--- config.mk ---
export PLATFORM = sky130hd
export DESIGN_NAME = signal_debouncer
export DESIGN_NICKNAME = d
export VERILOG_FILES = /design/src/rtl/signal_debouncer.sv
export SDC_FILE = /design/constraint.sdc
export NUM_CORES = 1
export LEC_CHECK = 0
export CAP_MARGIN = 20
export CORE_AREA = 2 2 39 41
export DETAILED_ROUTE_END_ITERATION = 10
export DIE_AREA = 0 0 41 43
export GPL_ROUTABILITY_DRIVEN = 0
export GPL_TIMING_DRIVEN = 0
export PLACE_DENSITY = 0.43
export SLEW_MARGIN = 5
export SYNTH_ARGS = -nofsm -noshare
export SYNTH_HDL_FRONTEND = slang
export SYNTH_SLANG_ARGS = --single-unit
--- constraint.sdc ---
create_clock -name clk -period 2 [get_ports clk]
set_input_delay 0.4 -clock clk [delete_from_list [all_inputs] [get_ports clk]]
set_output_delay 0.4 -clock clk [all_outputs]
set_load 0.02 [all_outputs]
--- src/rtl/signal_debouncer.sv ---
// signal_debouncer: synchronises signal_raw into clk and passes a new level only after STABLE_CYCLES agreeing samples.
// Define DEBOUNCE_BUSY_EN to add the registered busy output (high while a change is being qualified).
module signal_debouncer #(
  parameter int SYNC_STAGES   = 2,
  parameter int STABLE_CYCLES = 4,
  parameter bit RESET_VALUE   = 1'b0
) (
  input  logic clk,
  input  logic rst_n,
  input  logic signal_raw,
  output logic signal
`ifdef DEBOUNCE_BUSY_EN
  ,
  output logic busy
`endif
);
  localparam int CW = $clog2(STABLE_CYCLES + 1);
  typedef enum logic {STABLE, CHECK} state_t;
  state_t state, state_n;
  logic [SYNC_STAGES-1:0] sync_q;
  logic [CW-1:0] cnt, cnt_n;
  logic sync, sig_n;
  assign sync = sync_q[SYNC_STAGES-1];
  always_ff @(posedge clk or negedge rst_n)
    if (!rst_n) sync_q <= {SYNC_STAGES{RESET_VALUE}};
    else sync_q <= {sync_q[SYNC_STAGES-2:0], signal_raw};
  always_ff @(posedge clk or negedge rst_n)
    if (!rst_n) begin
      state  <= STABLE;
      cnt    <= '0;
      signal <= RESET_VALUE;
    end else begin
      state  <= state_n;
      cnt    <= cnt_n;
      signal <= sig_n;
    end
  always_comb begin
    state_n = STABLE;
    cnt_n   = '0;
    sig_n   = signal;
    if (sync != signal) begin
      if (state == STABLE) begin
        if (STABLE_CYCLES == 1) sig_n = sync;
        else begin
          state_n = CHECK;
          cnt_n   = CW'(1);
        end
      end else if (cnt == CW'(STABLE_CYCLES - 1)) sig_n = sync;
      else begin
        state_n = CHECK;
        cnt_n   = cnt + CW'(1);
      end
    end
  end
`ifdef DEBOUNCE_BUSY_EN
  always_ff @(posedge clk or negedge rst_n)
    if (!rst_n) busy <= 1'b0;
    else busy <= (state_n == CHECK);
`endif
endmodule

# Yosys cells after proc, flatten, opt, wreduce, memory -nomap -nowiden
# Index checks and enable logic that the tools add are counted.
totals:
  register_bits: 7
  inputBits: 3
  out_inout_bits: 1
  elab_cells: 14
classes:
  add_sub_neg: 1
  eq_ne: 2
  n_mux: 6
  n_reduce_logical: 1
ops:
  columns: ["op", "count"]
  rows:
  - ["$mux W3", 3]
  - ["$add A3 B1 Y3 const B", 1]
  - ["$eq A3 B2 Y1 const B", 1]
  - ["$mux W1", 3]
  - ["$reduce_and A3 Y1", 1]
  - ["$ne A1 B1 Y1", 1]

# Longest topological paths before layout
# Gate-level depths: netlist of run 1.
logic_depth:
  depth_word: 4
  depth_mapped: 4
  ltp_nobuf: 4

# Worst setup path before layout of run 1
# OpenSTA, ideal clock, no wires.
synth_timing:
  path_type: "register to register"
  from: "register cnt[0]"
  to: "register signal"
  setup_time_ns: 0.125
  arrival_time_ns: 1.020
  t_required_ns: 1.875
  slack_ns: 0.855
  path_stages_with_launch: 5
  n_path_buf: 0
  synth_period_minus_slack_ns: 1.145
  path_cell_list: "dfrtp_1 -> ha_1 -> nor2b_4 -> nand2_2 -> mux2_4"
synth_between:
  elab_chain_len: 2
synth_rtl:
  columns: ["element", "line_no", "source"]
  rows:
  - ["start: declaration", "21", "logic [CW-1:0] cnt, cnt_n;"]
  - ["start signal: assignment", "34", "cnt <= cnt_n;"]
  - ["$eq A3 B2 Y1", "48", "end else if (cnt == CW'(STABLE_CYCLES - 1)) sig_n = sync;"]
  - ["$reduce_and A3 Y1 (no line)", null, null]
  - ["end signal: assignment", "35", "signal <= sig_n;"]
  - ["end: declaration", "11", "output logic signal"]
# Every way passes these cells.
# A chain may end at the register's enable or synchronous reset.

# Worst setup path after layout of run 1
layout_timing:
  from: "register signal"
  to: "output signal"
# No word-level cell between the ends.

==> results of run 1 <==
-- Yosys cell counts --
cell type | instances | area (um^2)
dfrtp_1 | 7 | 175
o21ai_0 | 1 | 5.00
xor2_1 | 1 | 8.76
nand2_2 | 1 | 6.26
nor2b_4 | 1 | 13.8
ha_1 | 1 | 12.5
and2_1 | 1 | 6.26
and4b_2 | 1 | 11.3
mux2_4 | 1 | 15.0
and3_1 | 1 | 6.26
and2_2 | 1 | 7.51
-- flip-flops by register name, summed over array words and instances (netlist names) --
name    count
signal      1
cnt         3
state       1
sync_q      2
-- metal layers --
layer | track usage (%) | up-vias
met5 | 0 | -
met4 | 10.0 | 0
met3 | 3.14 | 0
met2 | 9.38 | 3
met1 | 6.67 | 78
li1 | - | 71
-- cells by family after synthesis --
| family | count (synthesis) | synth area share [%] |
|---|---|---|
| AO/OA/AOI/OAI | 1 | 1.87 |
| adder cells (fa/ha/maj) | 1 | 4.67 |
| multiplexers | 1 | 5.61 |
| flip-flops | 7 | 65.4 |
| XOR/XNOR | 1 | 3.27 |
| AND/OR/NAND/NOR | 6 | 19.2 |
-- layout make-up --
cell class	instances	area (um^2)	share of cell area, %
tap	16	20.0	5.82
clock buffer	4	26.3	7.64
multi-input combinational	10	92.6	26.9
sequential	7	175	50.9
timing repair buffer	3	30.0	8.73
-- worst max-delay path by stage --
stage	from	endpoint	slack [ps]	depth (start not counted)
after floorplan	cnt[0]	signal	850	4
after global placement	signal	signal	630	1
after detailed placement	signal	signal	620	1
after CTS	signal	signal	340	1
after global routing	signal	signal	310	1
final	signal	signal	370	1
-- power by group --
group | switching (mW) | internal, mW
Combinational | 0.0497 | 0.0695
Sequential | 0.0273 | 0.183
Clock | 0.0467 | 0.0758
Total | 0.124 | 0.328
==> flow_summary.yaml, run 1 <==
layout:
  diodes: 0
  mostFrequentLayoutCell: "dfrtp_1"
  syn_to_final_growth_pct: 28.5
  final_core_util_pct: 24.9
  drive_gt1_share_pct: 33.3
  design_area_um2: 344
  layout.cells.non_filler: 40
  layout_common_cells: "7 x dfrtp_1, 3 x clkbuf_4, 3 x clkdlybuf4s50_1"
  final_nets: 29
  fill_cells: 150
critical_path:
  reg2regPathDepth: 4
  cp-end-kind: "output pin"
  critPathKind: "reg -> out"
  cp.arrival_ps: 1230
  crit_path_top_delay_cell: "clkdlybuf4s50_1"
  timing.rr.start: "cnt[0]"
  worst-r2r-setup-slack_ps: 790
  path_cells: "clkdlybuf4s50_1"
  worstSetupStartpointType: "flip-flop"
  cp_top_family: "buffers and inverters"
  crit_fanout: 3
  r2r-end: "signal"
  path_buf_inv: 1
  required_ps: 1600
  max_stage_delay_ps: 610
drt:
  dr_wl_met3_um: 19
  highest_layer: "met3"
  drt-initial-drc-count: 1
  wl_met2_um: 213
  firstDrtPassIters: 2
  vias_per_cell: 3.80
  wl_per_cell_um: 9.85
  vias: 152
  drc: 0
  drtAntennaViolNets: 0
  drt-total-wl_um: 394
  wl_met1_um: 161
cts:
  htreeDepth: 1
  clk_pin_slew_worst_paths_ps: 50
  cts.path.max_buffers: 2
  postCtsSetupBuffers: 0
  clk_latency_ps: 240
  cts-buffers-inserted: 3
  holdBufCountCts: 0
  cts_tree: "built"
  clock_sinks: 7
  cts_resized: 0
  clockRootBuffer: "clkbuf_4"
power_and_ir_drop:
  leakagePower_nw: 0.161
  p_per_area_nw_per_um2: 1310
  peakVddDrop_v: 0.000348
  fin_total_pwr_uw: 452
sta:
  setup_slack_ps: 369
  slew_viol_final: 0
  fin_crit_ps: 1630
  max_freq_ghz: 0.613
  clock_skew_ps: 0.0926
  hold_viol_final: 0
  finalCritPeriodShare_pct: 81.6
  rsz0062_at_grt: "false"
  setup-violations-final: 0
  worstMarginPinSlew_ps: 306
  whs_ps: 347
  slew_headroom_pct: 79.5
  fin_setup_tns_ps: 0
placed_design:
  dp_slack_ps: 620
  portBuffers: 3
  placed_area_um2: 318
  dp_cells: 36
logic_synthesis:
  ys_warn_count: 0
  ys_seq_area_share_pct: 65.4
  ys_types: 11
  avgSynthCellArea_um2: 15.8
  synthCells: 17
  netlist_area_um2: 268
  syn_nets: 21
  ys_ff_latch: 7
floorplan:
  dieWidth_um: 41
  rows: 14
  die_area_um2: 1760
  pin_count: 4
  die_h_um: 43
  initial_core_util_pct: 19.3
  placeableCoreArea_um2: 1380
global_route:
  grt_pass1_vias: 186
  track_usage_pct: 7.21
  grt_pass1_wl_um: 759
  antenna_found_initial: 0
  grt_max_degree: 8
  gr-total-overflow: 0
flow_run:
  cap_violations: 0
min_path:
  holdPathStages: 0
  hold_end: "sync_q[1]"
  min_path_type: "reg -> reg"
  min_from: "sync_q[0]"
run_status:
  outcome: "complete, no violations"
Note: power is estimated with default switching activity, not from simulation.
==> run 2, diff against run 1 <==
clock period = 1.6 ns   (was 2 ns; I/O delays follow)
==> flow_summary.yaml, run 2 (same netlist as run 1, synthesis figures left out) <==
layout:
  final_nets: 29
  drive_gt1_share_pct: 33.3
  largestRegisters: "cnt x3, sync_q x2"
  largest_reg_flops: 3
  layout_common_cells: "7 x dfrtp_1, 3 x clkbuf_4, 2 x clkdlybuf4s50_1"
  diodes: 0
  mostFrequentLayoutCell: "dfrtp_1"
  syn_to_final_growth_pct: 29.4
  regMostFlops: "cnt"
drt:
  drc: 0
  vias_per_cell: 3.80
  drtAntennaViolNets: 0
  vias: 152
  wl_per_cell_um: 9.90
  drt-total-wl_um: 396
  firstDrtPassIters: 2
  drt-initial-drc-count: 1
critical_path:
  cp-end-kind: "flip-flop"
  required_ps: 1730
  critPathKind: "reg -> reg"
  cp.arrival_ps: 1330
  crit_fanout: 2
  worstSetupStartpointType: "flip-flop"
global_route:
  antenna_found_initial: 0
  gr-total-overflow: 0
  track_usage_pct: 7.21
  grt_pass1_vias: 186
  grt_max_degree: 8
  grt_pass1_wl_um: 759
cts:
  holdBufCountCts: 0
  clockRootBuffer: "clkbuf_4"
  clk_pin_slew_worst_paths_ps: 50
  cts_tree: "built"
  htreeDepth: 1
  cts.path.max_buffers: 2
  clock_sinks: 7
  cts-buffers-inserted: 3
  clk_latency_ps: 240
  postCtsSetupBuffers: 0
  cts_resized: 0
floorplan:
  initial_core_util_pct: 19.3
  die_h_um: 43
  dieWidth_um: 41
  die_area_um2: 1760
  placeableCoreArea_um2: 1380
  pin_count: 4
  rows: 14
sta:
  finalCritPeriodShare_pct: 75.4
  setup-violations-final: 0
  slew_viol_final: 0
  max_freq_ghz: 0.829
  rsz0062_at_grt: "false"
  fin_crit_ps: 1210
  worstMarginPinSlew_ps: 306
  setup_slack_ps: 394
  hold_viol_final: 0
  fin_setup_tns_ps: 0
  slew_headroom_pct: 79.5
  clock_skew_ps: 0.0926
placed_design:
  dp_slack_ps: 300
  portBuffers: 3
run_status:
  outcome: "complete, no violations"
power_and_ir_drop:
  leakagePower_nw: 0.173
  peakVddDrop_v: 0.000414
  p_per_area_nw_per_um2: 1620
flow_run:
  cap_violations: 0
min_path:
  min_path_type: "in -> async"
-- run 2: changes by cell type in the layout (fill, tap and decap cells not counted), sizes merged --
cell | previous run | this run
clkdlybuf4s50 | 3 | 2
dlymetal6s2s | 0 | 1
-- run 2: metal layers --
metal | up-vias | routed length (um) | GRT usage [%]
met5 | - | 0 | 0
met4 | 0 | 0 | 10.0
met1 | 78 | 163 | 6.67
li1 | 71 | - | -
met3 | 0 | 19 | 3.14
met2 | 3 | 213 | 9.38
-- run 2: final cells by class --
class / instances / area [um^2]
well taps: 16 / 20.0
multi-input cells: 10 / 92.6
flip-flops and latches: 7 / 175
repair buffers: 3 / 32.5
clock buffers: 4 / 26.3
fillers: 149 / 1040
-- run 2: critical path, cell delays in order, from the launching register on --
cell	delay, ps
dfrtp_1	380
ha_1	210
nor2b_4	130
nand2_2	80
mux2_4	290
-- run 2: stage by stage --
step / cells / instance area [um^2] / util (%) / power, mW / hold WS [ps]
detailed placement: 36 / 318 / 23.0 / 0.412 / 337
floorplan: 17 / 268 / - / 0.359 / 24.4
CTS: 40 / 344 / 24.9 / 0.578 / 326
global route: 40 / 347 / 25.0 / 0.610 / 340
finish: 40 / 347 / 25.0 / 0.562 / 330
global placement: 36 / 318 / 23.0 / 0.410 / 341
-- run 2: worst paths after layout --
check | startpoint | slack [ps] | depth (start not counted) | to
max in group asynchronous | rst_n | 1040 | 1 | signal
hold / removal | rst_n | 330 | 1 | cnt[0]
hold reg to reg | sync_q[0] | 350 | 0 | sync_q[1]
setup reg to reg | cnt[0] | 390 | 4 | signal
setup / recovery | cnt[0] | 390 | 4 | signal
min in group clk | sync_q[0] | 350 | 0 | sync_q[1]
-- run 2: where the power goes --
group	internal (mW)	leakage (nW)	switching (mW)
sequential	0.228	0.0874	0.0337
combinational	0.0847	0.0712	0.0625
clock	0.0947	0.0150	0.0583
==> run 3, diff against run 2 <==
clock period = 1.2 ns   (was 1.6 ns; I/O delays follow)
==> flow_summary.yaml, run 3 (same netlist as run 1, synthesis figures left out) <==
drt:
  drt-initial-drc-count: 1
  wl_per_cell_um: 9.85
  drtAntennaViolNets: 0
  vias_per_cell: 3.80
  drt-total-wl_um: 394
  vias: 152
  firstDrtPassIters: 2
  drc: 0
critical_path:
  timing.rr.start: "cnt[0]"
  path_cells: "ha_2 -> nor2b_4 -> nand2_2 -> mux2_4"
  cp_top_family: "flip-flops"
  crit_path_top_delay_cell: "dfrtp_1"
  cp-end-kind: "flip-flop"
  startpoint: "cnt[0]"
  max_stage_delay_ps: 380
  required_ps: 1330
  path_buf_inv: 0
  cp.arrival_ps: 1290
  critPathKind: "reg -> reg"
  crit_fanout: 2
  worstSetupStartpointType: "flip-flop"
placed_design:
  portBuffers: 3
  placed_area_um2: 318
power_and_ir_drop:
  p_per_area_nw_per_um2: 2170
  leakagePower_nw: 0.159
  switching_share_pct: 27.9
  fin_total_pwr_uw: 741
  power_frac_comb_pct: 25.2
  clkPwrFrac_pct: 27.6
  peakVddDrop_v: 0.000547
  power.internal_uw: 534
  seqPwrFrac_pct: 47.3
  power.switching_uw: 207
sta:
  fin_crit_ps: 1170
  finalCritPeriodShare_pct: 97.2
  clock_skew_ps: 0.0926
  slew_viol_final: 0
  slew_headroom_pct: 79.5
  worstMarginPinSlew_ps: 306
  hold_viol_final: 0
  rsz0062_at_grt: "true"
  setup-violations-final: 0
  max_freq_ghz: 0.857
floorplan:
  initial_core_util_pct: 19.3
  dieWidth_um: 41
  die_area_um2: 1760
  die_h_um: 43
  pin_count: 4
  placeableCoreArea_um2: 1380
  rows: 14
global_route:
  antenna_found_initial: 0
  track_usage_pct: 7.31
  grt_pass1_vias: 186
  grt_max_degree: 8
  grt_pass1_wl_um: 772
  gr-total-overflow: 0
layout:
  diodes: 0
  largest_reg_flops: 3
  mostFrequentLayoutCell: "dfrtp_1"
  fill_cells: 151
  final_nets: 29
  regMostFlops: "cnt"
  drive_gt1_share_pct: 41.7
  syn_to_final_growth_pct: 27.6
  largestRegisters: "cnt x3, sync_q x2"
  design_area_um2: 342
  layout_common_cells: "7 x dfrtp_1, 3 x clkbuf_4, 2 x clkdlybuf4s50_1"
cts:
  htreeDepth: 1
  cts_tree: "built"
  cts-buffers-inserted: 3
  clock_sinks: 7
  clockRootBuffer: "clkbuf_4"
  holdBufCountCts: 0
  postCtsSetupBuffers: 0
  clk_latency_ps: 240
  clk_pin_slew_worst_paths_ps: 50
  cts.path.max_buffers: 2
min_path:
  min_path_type: "in -> async"
flow_run:
  cap_violations: 0
run_status:
  outcome: "complete, no violations"
## run 3: final cells by class
type                            instances  area, um^2  share of cell area [%]
Sequential cell                         7         175                    51.3
Multi-Input combinational cell         10        95.1                    27.8
Clock buffer                            4        26.3                    7.69
Timing Repair Buffer                    3        25.0                    7.33
Tap cell                               16        20.0                    5.86
## run 3: per-stage QoR
stage / util [%] / hold slack, ps / TNS [ps] / cells / setup WS [ps]
floorplan: - / -55.6 / 0 / 17 / 54.8
global placement: 23.0 / 341 / -11.8 / 36 / -11.8
detailed placement: 23.0 / 337 / -20.0 / 36 / -20.0
CTS: 25.0 / 246 / 0 / 40 / 4.53
global route: 24.7 / 260 / -4.74 / 40 / -4.74
finish: 24.7 / 250 / 0 / 40 / 33.4
## run 3: power groups by stage
stage	Clock [mW]	Combinational (mW)	Sequential (mW)
6_report	0.204	0.186	0.350
5_1_grt	0.236	0.207	0.360
4_1_cts	0.221	0.195	0.352
3_5_place_dp	0	0.196	0.354
3_3_place_gp	0	0.194	0.352
2_1_floorplan	0	0.117	0.362
## run 3: final timing paths
kind / to / slack, ps / cells after the start
worst max-delay path: signal / 30 / 4
worst max register to register: signal / 30 / 4
max in group asynchronous: signal / 720 / 1
worst min-delay path: cnt[0] / 250 / 1
min in group clk: sync_q[1] / 350 / 0
worst min register to register: sync_q[1] / 350 / 0
## run 3: layer usage
metal | global-route usage (%) | wire [um]
met3 | 3.14 | 19
met5 | 0 | 0
met2 | 9.38 | 212
met4 | 10.0 | 0
met1 | 7.00 | 161
## run 3: what timing repair did
| action | in CTS | in global routing |
|---|---|---|
| pin swaps | 0 | 1 |
| endpoints found under the setup margin | 2 | 2 |
| resized for setup | 3 | 1 |
